===== src/rtl/pipe_pkg.sv =====
// Shared definitions for the in-order pipeline stage registers.
// Per-boundary widths, control-bit indices, skid FSM encoding.
package pipe_pkg;

  localparam int unsigned DEF_DATA_W = 32;

  localparam int unsigned IFID_CTRL_W  = 1;
  localparam int unsigned IFID_NUM_CH  = 2;
  localparam int unsigned IDEX_CTRL_W  = 9;
  localparam int unsigned IDEX_NUM_CH  = 4;
  localparam int unsigned EXMEM_CTRL_W = 5;
  localparam int unsigned EXMEM_NUM_CH = 4;
  localparam int unsigned MEMWB_CTRL_W = 2;
  localparam int unsigned MEMWB_NUM_CH = 2;

  localparam int unsigned CTRL_MEMWRITE = 0;
  localparam int unsigned CTRL_MEMREAD  = 1;
  localparam int unsigned CTRL_BRANCH   = 2;
  localparam int unsigned CTRL_MEMTOREG = 3;
  localparam int unsigned CTRL_REGWRITE = 4;

  // Encoding doubles as the entry count.
  localparam logic [1:0] ST_EMPTY = 2'd0;
  localparam logic [1:0] ST_MAIN  = 2'd1;
  localparam logic [1:0] ST_FULL  = 2'd2;

endpackage


===== src/rtl/pipe_entry.sv =====
// One stage-register entry: W bits, clear beats load.
// Ports: clk_i, clr_i (sync zero), ld_i, d_i[W], q_o[W].
module pipe_entry #(
  parameter int unsigned W = 133
) (
  input  logic         clk_i,
  input  logic         clr_i,
  input  logic         ld_i,
  input  logic [W-1:0] d_i,
  output logic [W-1:0] q_o
);

  logic [W-1:0] q_q;

  always_ff @(posedge clk_i) begin
    if (clr_i) begin
      q_q <= '0;
    end else if (ld_i) begin
      q_q <= d_i;
    end
  end

  assign q_o = q_q;

endmodule


===== src/rtl/pipe_stage_skid.sv =====
// Flushable valid/ready pipeline stage with optional 2-entry skid.
// Ports: Clk_in, Rst_in, in_*/out_* handshake+bundle, flush, occupancy.
module pipe_stage_skid
  import pipe_pkg::*;
#(
  parameter int unsigned       CTRL_W      = EXMEM_CTRL_W,
  parameter int unsigned       DATA_W      = DEF_DATA_W,
  parameter int unsigned       NUM_CH      = EXMEM_NUM_CH,
  parameter logic [CTRL_W-1:0] CTRL_BUBBLE = '0,
  parameter bit                SKID        = 1'b1
) (
  input  logic                     Clk_in,
  input  logic                     Rst_in,
  input  logic                     in_valid,
  output logic                     in_ready,
  input  logic [CTRL_W-1:0]        in_ctrl,
  input  logic [NUM_CH*DATA_W-1:0] in_data,
  input  logic                     flush,
  output logic                     out_valid,
  input  logic                     out_ready,
  output logic [CTRL_W-1:0]        out_ctrl,
  output logic [NUM_CH*DATA_W-1:0] out_data,
  output logic [1:0]               occupancy
);

  localparam int unsigned DW = NUM_CH * DATA_W;
  localparam int unsigned EW = CTRL_W + DW;

  logic [1:0]    state_q, state_d;
  logic          rdy_q, rdy_d;
  logic          acc, drn;
  logic          main_ld, skid_ld, skid_clr;
  logic [EW-1:0] main_d, main_q, skid_q;

  assign out_valid = (state_q != ST_EMPTY);
  assign acc       = in_valid & in_ready;
  assign drn       = out_valid & out_ready;

  // Single-register mode never reaches FULL: in MAIN an
  // accept implies out_ready, hence a simultaneous drain.
  if (SKID) begin : g_rdy_reg
    assign in_ready = rdy_q;
  end else begin : g_rdy_comb
    assign in_ready = out_ready | ~out_valid;
  end

  always_comb begin
    state_d  = state_q;
    main_ld  = 1'b0;
    skid_ld  = 1'b0;
    skid_clr = 1'b0;
    main_d   = {in_ctrl, in_data};
    if (flush) begin
      state_d = ST_EMPTY;
    end else begin
      unique case (1'b1)
        (state_q == ST_EMPTY): begin
          if (acc) begin
            state_d = ST_MAIN;
            main_ld = 1'b1;
          end
        end
        (state_q == ST_MAIN): begin
          if (acc && drn) begin
            main_ld = 1'b1;
          end else if (acc) begin
            state_d = ST_FULL;
            skid_ld = 1'b1;
          end else if (drn) begin
            state_d = ST_EMPTY;
          end
        end
        (state_q == ST_FULL): begin
          if (drn) begin
            state_d  = ST_MAIN;
            main_ld  = 1'b1;
            main_d   = skid_q;
            skid_clr = 1'b1;
          end
        end
        default: state_d = ST_EMPTY;
      endcase
    end
  end

  assign rdy_d = (state_d != ST_FULL);

  always_ff @(posedge Clk_in) begin
    if (Rst_in) begin
      state_q <= ST_EMPTY;
      rdy_q   <= 1'b1;
    end else begin
      state_q <= state_d;
      rdy_q   <= rdy_d;
    end
  end

  pipe_entry #(.W(EW)) u_main (
    .clk_i (Clk_in),
    .clr_i (Rst_in),
    .ld_i  (main_ld),
    .d_i   (main_d),
    .q_o   (main_q)
  );

  if (SKID) begin : g_skid
    pipe_entry #(.W(EW)) u_skid (
      .clk_i (Clk_in),
      .clr_i (Rst_in | skid_clr),
      .ld_i  (skid_ld),
      .d_i   ({in_ctrl, in_data}),
      .q_o   (skid_q)
    );
  end else begin : g_noskid
    assign skid_q = '0;
  end

  assign out_ctrl  = out_valid ? main_q[EW-1 -: CTRL_W]
                               : CTRL_BUBBLE;
  assign out_data  = main_q[DW-1:0];
  assign occupancy = state_q;

endmodule


===== config.mk =====
export PLATFORM = sky130hd
export DESIGN_NAME = pipe_stage_skid
export DESIGN_NICKNAME = d
export VERILOG_FILES = /design/src/rtl/pipe_pkg.sv /design/src/rtl/pipe_entry.sv /design/src/rtl/pipe_stage_skid.sv
export SDC_FILE = /design/constraint.sdc
export NUM_CORES = 1
export LEC_CHECK = 0
export CORE_MARGIN = 3
export CORE_UTILIZATION = 34
export CTS_CLUSTER_DIAMETER = 80
export DETAILED_ROUTE_END_ITERATION = 12
export HOLD_SLACK_MARGIN = 0.08
export PLACE_DENSITY = 0.69
export SYNTH_ARGS = -nofsm -noshare
export SYNTH_HDL_FRONTEND = slang
export SYNTH_SLANG_ARGS = --single-unit

===== constraint.sdc =====
create_clock -name Clk_in -period 2.7 [get_ports Clk_in]
set_input_delay 0.27 -clock Clk_in [delete_from_list [all_inputs] [get_ports Clk_in]]
set_output_delay 0.27 -clock Clk_in [all_outputs]
set_load 0.005 [all_outputs]

=== Word-level counts from Yosys, hierarchy flattened ===
Index checks and enable logic that the tools add are counted.

* Equality and inequality tests: 3
* Mux-type cells: 21
* Bitwise gates (word level): 3
* Reductions and logical operators: 3

{| class="wikitable"
|+ Operators with widths
! kind !! count
|-
| 133-bit two-way mux || 3
|-
| 2-bit two-way mux || 6
|-
| 1-bit two-way mux || 9
|-
| 2-bit case mux with 3 select lines || 1
|-
| 5-bit two-way mux || 1
|-
| 1-bit case mux with 3 select lines || 1
|-
| 1-bit bitwise AND || 2
|-
| 2-bit by 1-bit equality test with 1-bit output, second input constant || 1
|-
| 2-bit equality test, second input constant || 1
|-
| 2-bit logical NOT || 1
|-
| 2-bit inequality test, second input constant || 1
|-
| 2-bit nonzero test || 1
|-
| 1-bit logical AND || 1
|-
| 1-bit bitwise OR || 1
|}

* Register bits: 269
* Bits of input ports: 138
* Output and inout port bits: 137

=== Logic depth before layout (Yosys ltp) ===
Gate-level depths: netlist of run 1.

* Depth after elaboration: 8
* Mapped depth: 9

=== Hierarchy ===
From an unflattened synthesis of run 1, not the netlist that was laid out.

* Cells, all modules: 1030
* Area, all modules: 11389.7 µm²

{| class="wikitable"
|+ By module, submodules not included
! module !! seq. area each (µm²) !! cells each !! area each (µm²) !! times used
|-
| pipe_entry || 2662.6 || 429 || 4767.1 || 2
|-
| pipe_stage_skid || 60.1 || 172 || 1855.5 || 1
|}

=== Worst setup path before layout of run 1 ===
Ideal clock, no wire load.

* Kind: reg2reg
* From: register state_q[1] (netlist: occupancy[1])
* To: register g_skid.u_skid.q_q[100] (netlist: g_skid.u_skid.q_o[100])
* Setup time: 115 ps
* Cell stages (with the launch flop): 8
* Slack: 1025 ps
* Data arrival time: 1560 ps
* Buffers on the path: 4
* Cells stage by stage: dfxtp_1 -> buf_4 -> or4_1 -> clkbuf_1 -> buf_2 -> buf_2 -> nand2_1 -> a21oi_2

* Cells in the longest elaborated chain, start to end: 6

{| class="wikitable"
|+ Ends and longest elaborated chain
! element !! line !! text
|-
| start: declaration || pipe_stage_skid.sv:29 || <nowiki>logic [1:0] state_q, state_d;</nowiki>
|-
| start signal: assignment || pipe_stage_skid.sv:93 || <nowiki>state_q <= state_d;</nowiki>
|-
| 2-bit nonzero test || pipe_stage_skid.sv:35 || <nowiki>assign out_valid = (state_q != ST_EMPTY);</nowiki>
|-
| 1-bit bitwise AND || pipe_stage_skid.sv:37 || <nowiki>assign drn = out_valid & out_ready;</nowiki>
|-
| 1-bit two-way mux or 1-bit logical AND (tied branches) || pipe_stage_skid.sv:74, pipe_stage_skid.sv:64 ||
|-
| 1-bit two-way mux (on tied branches) || pipe_stage_skid.sv:56, pipe_stage_skid.sv:64 ||
|-
| 1-bit two-way mux (on tied branches) || pipe_stage_skid.sv:53, pipe_stage_skid.sv:56 ||
|-
| 1-bit bitwise OR or 1-bit two-way mux (tied branches) || pipe_stage_skid.sv:109, pipe_stage_skid.sv:53 ||
|-
| end signal: assignment || pipe_entry.sv:19 || <nowiki>q_q <= d_i;</nowiki>
|-
| end: declaration || pipe_entry.sv:13 || <nowiki>logic [W-1:0] q_q;</nowiki>
|}

Several ways; a longest one is shown, not always the timed one.
A chain may end at the register's enable or synchronous reset.

=== Worst setup path in the final report of run 1 ===
* From: register state_q[1] (netlist: occupancy[1])
* To: output out_ctrl[3]

* Cells in the longest elaborated chain, start to end: 2

{| class="wikitable"
|+ Ends and longest elaborated chain
! element !! line !! text
|-
| 2-bit nonzero test || pipe_stage_skid.sv:35 ||
|-
| 5-bit two-way mux || pipe_stage_skid.sv:118 || <nowiki>assign out_ctrl = out_valid ? main_q[EW-1 -: CTRL_W]</nowiki>
|-
| end: declaration || pipe_stage_skid.sv:21 || <nowiki>output logic [CTRL_W-1:0] out_ctrl,</nowiki>
|}

Every way passes these cells.

==> results of run 1 <==
-- area by class of cell --
| cell class | count | area [µm²] |
|---|---|---|
| Antenna cell | 2 | 5.00 |
| Clock buffer | 43 | 868 |
| Clock inverter | 7 | 88.8 |
| Fill cell | 3277 | 19000 |
| Inverter | 1 | 3.75 |
| Multi-Input combinational cell | 823 | 4960 |
| Sequential cell | 269 | 5390 |
| Tap cell | 448 | 561 |
| Timing Repair Buffer | 294 | 3050 |
-- worst max path at each step --
stage | startpoint | endpoint | cells past startpoint
after global placement | out_ready | g_skid.u_skid.q_o[127] | 6
after detailed placement | out_ready | g_skid.u_skid.q_o[87] | 6
after floorplan | occupancy[1] | g_skid.u_skid.q_o[100] | 7
after CTS | occupancy[1] | out_ctrl[3] | 3
final | occupancy[1] | out_ctrl[3] | 3
after global routing | occupancy[1] | out_ctrl[4] | 3
-- synthesized netlist by cell type (2+ instances only) --
library cell / n
sky130_fd_sc_hd__dfxtp_1: 269
sky130_fd_sc_hd__nand2_1: 267
sky130_fd_sc_hd__nor2_1: 136
sky130_fd_sc_hd__a211oi_1: 133
sky130_fd_sc_hd__mux2i_1: 133
sky130_fd_sc_hd__buf_4: 132
sky130_fd_sc_hd__a21oi_2: 70
sky130_fd_sc_hd__a21oi_1: 65
sky130_fd_sc_hd__buf_2: 44
sky130_fd_sc_hd__clkbuf_1: 41
sky130_fd_sc_hd__buf_6: 16
sky130_fd_sc_hd__nor2b_1: 6
sky130_fd_sc_hd__or4_1: 2
-- sequential cells by signal, summed over array words and instances, names as in the netlist --
| name | count |
|---|---|
| in_ready | 1 |
| u_main.q_o | 133 |
| occupancy | 2 |
| g_skid.u_skid.q_o | 133 |
-- through the flow --
stage / area [µm²] / worst slack [ps]
after CTS: 14900 / 253
after detailed placement: 14000 / 354
after floorplan: 11900 / 1030
after global routing: 14900 / 190
after global placement: 14000 / 438
final: 14900 / 361
-- worst max-delay path: stages, from the launching register on --
cell	delay [ps]
sky130_fd_sc_hd__dfxtp_1	410
sky130_fd_sc_hd__nor2_1	490
sky130_fd_sc_hd__nor2b_1	100
sky130_fd_sc_hd__clkdlybuf4s50_1	540
-- cells by family (layout without fill, tap and decap cells) --
| logic type | after synthesis | after routing | share of synthesized area [%] |
|---|---|---|---|
| compound gates | 271 | 271 | 16.6 |
| buf+inv | 234 | 345 | 13.1 |
| flops | 269 | 269 | 45.4 |
| mux | 133 | 133 | 11.2 |
| other cells | 0 | 2 | 0 |
| simple gates | 419 | 419 | 13.8 |
-- power by group --
part | switching (µW) | total (µW) | internal, µW
clock | 1590 | 3980 | 2390
combinational | 491 | 1120 | 631
sequential | 103 | 4260 | 4150
total | 2180 | 9360 | 7180
-- routing by layer --
layer	vias up	global-route usage, %
li1	4555	-
met1	4232	19.5
met2	197	26.4
met3	58	3.52
met4	2	5.27
met5	-	0
==> flow_metrics.env, run 1 <==
export IMPL_post_cts_setup_buffer_count=0
export IMPL_grt_first_pass_wirelength_um=47000
export IMPL_timing_setup_tns_ps=0
export IMPL_crit_required_ps=2430
export IMPL_clkTransAtPathRegs_ps=60
export IMPL_drv_max_cap_violation_count=0
export IMPL_postSynthNetCount=1464
export IMPL_chipHeight_um=193
export IMPL_finClkSkew_ps=16.1
export IMPL_rrSetupSlack_ps=680
export IMPL_post_synth_inst_count=1326
export IMPL_syn_avg_cell_area_um2=8.95
export IMPL_place_congestion=0.756
export IMPL_yosys_warnings=0
export IMPL_route_top_layer_used="met5"
export IMPL_timing_worst_slew_pin_value_ps=876
export IMPL_die_w_um=193
export IMPL_vias_per_cell=4.79
export IMPL_yosysSeqAreaShare_pct=45.4
export IMPL_cts_hold_fix_buffers=0
export IMPL_drive_above_1_share_pct=9.81
export IMPL_final_period_utilization_pct=86.6
export IMPL_unrepaired_setup_endpoints_after_global_routing="no"
export IMPL_root_buffer="sky130_fd_sc_hd__clkbuf_16"
export IMPL_initial_utilization_pct=34.9
export IMPL_place_hpwl_um=20300
export IMPL_worst_r2r_endpoint="u_main.q_o[87]"
export IMPL_ys_top_cells_by_area="sky130_fd_sc_hd__dfxtp_1 (45%), sky130_fd_sc_hd__mux2i_1 (11%), sky130_fd_sc_hd__nand2_1 (8.4%)"
export IMPL_first_global_vias=8748
export IMPL_status="completed"
export IMPL_final_net_count=1556
export IMPL_cts_inserted_buffers=29
export IMPL_fin_crit_ps=2340
export IMPL_timing_reg2reg_worst_path_depth=5
export IMPL_route_vias_total=9044
export IMPL_drt_initial_drc_count=355
export IMPL_htree_num_levels=1
export IMPL_power_density_cell_area_nw_per_um2=627
export IMPL_placement_io_buffers=274
export IMPL_finish_cell_count_without_fillers=1887
export IMPL_final_util_pct=44.0
export IMPL_hold_critical_path_depth=2
export IMPL_finalPower_uw=9360
export IMPL_finalWirelength_um=30500
export IMPL_global_route_overflow_total=0
export IMPL_end_kind="output port"
export IMPL_min_delay_path_class="in -> reg"
export IMPL_hold_worst_slack_ps=215
export IMPL_routed_wire_length_per_instance_um=16.2
export IMPL_crit_path_dat_ps=2070
export IMPL_grt_antenna_before_repair=3
export IMPL_timing_hold_violations_final=0
export IMPL_yosys_most_used_dff="sky130_fd_sc_hd__dfxtp_1"
export IMPL_synthesis_area_um2=11900
export IMPL_cts_max_path_buffers=3
export IMPL_post_synth_top_area_fraction_pct=45.4
export IMPL_biggest_fanout_along_the_worst_timing_path=10
export IMPL_track_usage_pct=15.6
export IMPL_report_final_setup_viol=0
export IMPL_clock_fmax_ghz=0.428
export IMPL_placed_cells=1835
export IMPL_drt_antenna_violating_nets=0
export IMPL_vdd_ir_drop_max_mv=0.400
export IMPL_fp_dieArea_um2=37200
export IMPL_netlist_cell_type_count=25
export IMPL_cts_tree="yes"
export IMPL_placementRows=67
export IMPL_ys_ff_latch=269
export IMPL_routedLengthMet1_um=13100
export IMPL_timing_max_transition_violations_final=0
export IMPL_worstSetupStartpointType="flip-flop"
export IMPL_holdPathEnd="u_main.q_o[102]"
export IMPL_ios=275
export IMPL_dr_wl_met3_um=1770
export IMPL_layout_common_cells="sky130_fd_sc_hd__clkdlybuf4s50_1 (273), sky130_fd_sc_hd__dfxtp_1 (269), sky130_fd_sc_hd__nand2_1 (267), sky130_fd_sc_hd__nor2_1 (136)"
export IMPL_layout_area_overhead_vs_synth_pct=25.8
export IMPL_synth_edf_count=0
export IMPL_drc_viols=0
export IMPL_synth_largest_area_cell="sky130_fd_sc_hd__dfxtp_1"
export IMPL_power_leakage_uw=0.00474
export IMPL_core_region_area_um2=34000
export IMPL_numClockSinks=269
export IMPL_met2WireLength_um=14800
export IMPL_critical_path_class="reg -> out"
export IMPL_regToRegStartpoint="occupancy[1]"
export IMPL_proportion_of_register_bits_with_asynchronous_set_or_reset_after_synthesis_pct=0
export IMPL_grt_start_max_net_pins=103
export IMPL_dr_pass1_iters=4
export IMPL_quantity_of_gates_resized_following_cts=0
export IMPL_final_common_cell="sky130_fd_sc_hd__clkdlybuf4s50_1"
export IMPL_rel_slew_slack_pct=41.6
export IMPL_worstSkewPairLatency_ps=550
export IMPL_hold_start="Rst_in"
Note: power is estimated with default switching activity, not from simulation.
==> run 2, diff against run 1 <==
- SETUP_SLACK_MARGIN: default -> 0.3
==> run 2 against run 1 <==
Compared with the run above:
- cell area barely moved
- hold slack barely moved
- wire length did not move
- cell count did not move
- critical path depth did not move
- largest power group unchanged
- utilization barely moved
- highest routed layer unchanged
- register-to-register slack got worse by 20 ps
- clock power barely moved
- critical endpoint unchanged
- non-clock buffer count did not move
- first-iteration DRC count did not move
- flip-flop and latch count did not move
- worst setup slack improved by 110 ps
==> flow_metrics.env, run 2 (same netlist as run 1, synthesis figures left out) <==
export IMPL_status="completed"
export IMPL_htree_num_levels=1
export IMPL_first_global_vias=8748
export IMPL_grt_antenna_before_repair=3
export IMPL_layout_common_cells="sky130_fd_sc_hd__clkdlybuf4s50_1 (273), sky130_fd_sc_hd__dfxtp_1 (269), sky130_fd_sc_hd__nand2_1 (267), sky130_fd_sc_hd__nor2_1 (135)"
export IMPL_min_delay_path_class="in -> reg"
export IMPL_root_buffer="sky130_fd_sc_hd__clkbuf_16"
export IMPL_routedLengthMet1_um=13100
export IMPL_core_region_area_um2=34000
export IMPL_drv_max_cap_violation_count=0
export IMPL_drc_viols=0
export IMPL_met2WireLength_um=14800
export IMPL_timing_worst_slew_pin_value_ps=876
export IMPL_initial_utilization_pct=34.9
export IMPL_timing_hold_violations_final=0
export IMPL_placement_io_buffers=274
export IMPL_multi_input_comb_area_um2=4960
export IMPL_register_area_um2=5390
export IMPL_final_net_count=1556
export IMPL_place_hpwl_um=20300
export IMPL_final_util_pct=44.0
export IMPL_timing_setup_tns_ps=0
export IMPL_die_w_um=193
export IMPL_dr_wl_met3_um=1770
export IMPL_post_cts_setup_buffer_count=0
export IMPL_finClkSkew_ps=16.1
export IMPL_fp_dieArea_um2=37200
export IMPL_rel_slew_slack_pct=41.6
export IMPL_critical_path_slowest_cell="sky130_fd_sc_hd__clkdlybuf4s50_1"
export IMPL_report_final_setup_viol=0
export IMPL_placementRows=67
export IMPL_final_period_utilization_pct=82.6
export IMPL_drive_above_1_share_pct=9.88
export IMPL_critical_path_class="reg -> out"
export IMPL_global_route_overflow_total=0
export IMPL_crit_path_dat_ps=1960
export IMPL_crit_required_ps=2430
export IMPL_grt_first_pass_wirelength_um=47000
export IMPL_fillers=3278
export IMPL_fin_crit_ps=2230
export IMPL_power_leakage_uw=0.00474
export IMPL_vdd_ir_drop_max_mv=0.400
export IMPL_biggest_fanout_along_the_worst_timing_path=10
export IMPL_track_usage_pct=15.6
export IMPL_route_vias_total=9045
export IMPL_clock_fmax_ghz=0.448
export IMPL_timing_max_transition_violations_final=0
export IMPL_finalWirelength_um=30500
export IMPL_numClockSinks=269
export IMPL_cpPeakStageDelay_ps=590
export IMPL_chipHeight_um=193
export IMPL_drt_antenna_violating_nets=0
export IMPL_end_kind="output port"
export IMPL_routed_wire_length_per_instance_um=16.2
export IMPL_final_common_cell="sky130_fd_sc_hd__clkdlybuf4s50_1"
export IMPL_worstSetupStartpointType="flip-flop"
export IMPL_ios=275
export IMPL_vias_per_cell=4.79
export IMPL_clkTransAtPathRegs_ps=60
export IMPL_power_density_cell_area_nw_per_um2=627
export IMPL_grt_start_max_net_pins=103
export IMPL_layout_area_overhead_vs_synth_pct=25.8
export IMPL_place_congestion=0.756
export IMPL_cts_inserted_buffers=29
export IMPL_crit_chain="nor2_2 > nor2b_1 > clkdlybuf4s50_1"
export IMPL_cts_tree="yes"
export IMPL_worstSkewPairLatency_ps=550
export IMPL_route_top_layer_used="met5"
export IMPL_drt_initial_drc_count=355
export IMPL_dr_pass1_iters=4
export IMPL_cts_hold_fix_buffers=0
export IMPL_unrepaired_setup_endpoints_after_global_routing="no"
export IMPL_cts_max_path_buffers=3
-- run 2: cell types whose count changed in the layout (fill, tap and decap cells not counted) --
cell and delta:
sky130_fd_sc_hd__nor2_1 -1, sky130_fd_sc_hd__nor2_2 +1
-- run 2: where the power goes --
group	internal [µW]	total [µW]	switching, µW
sequential	4150	4260	103
combinational	632	1120	491
clock	2390	3980	1590
total	7180	9360	2180
-- run 2: area by class of cell --
| cell class | instances | share of cell area (%) |
|---|---|---|
| Tap cell | 448 | 3.76 |
| Antenna cell | 2 | 0.0335 |
| Clock buffer | 43 | 5.82 |
| Multi-Input combinational cell | 823 | 33.2 |
| Clock inverter | 7 | 0.595 |
| Timing Repair Buffer | 294 | 20.5 |
| Sequential cell | 269 | 36.1 |
| Inverter | 1 | 0.0252 |
-- run 2: worst max-delay path, delay by kind of cell (launching register included) --
kind,cells,cell delay [ps]
buffers and inverters,1,590
flip-flops,1,540
AND/OR/NAND/NOR,2,300
-- run 2: timing repair --
item,CTS,global route
gates resized for setup,1,0
endpoints found under the setup margin,3,0
hold endpoints to repair,0,0
-- run 2: path summary, 6_finish.rpt --
kind,from,to,slack (ps),cells after the start
min reg2reg,g_skid.u_skid.q_o[17],g_skid.u_skid.q_o[17],450,2
min,Rst_in,u_main.q_o[102],220,2
max,occupancy[1],out_ctrl[3],470,3
max reg2reg,occupancy[1],u_main.q_o[87],660,5
-- run 2: stage by stage --
step	hold WS [ps]	instance area [µm²]	setup WS, ps	std cells	total power (µW)
after floorplan	349	11900	1030	1326	4990
after global placement	441	14000	438	1835	5460
after detailed placement	446	14000	354	1835	5480
after CTS	196	14900	409	1885	9490
after global routing	209	14900	327	1887	9790
final	215	14900	469	1887	9360
-- run 2: routing by layer --
metal	GRT usage, %	vias up
met5	0	-
met2	26.4	197
met1	19.5	4233
li1	-	4555
met4	5.27	2
met3	3.52	58
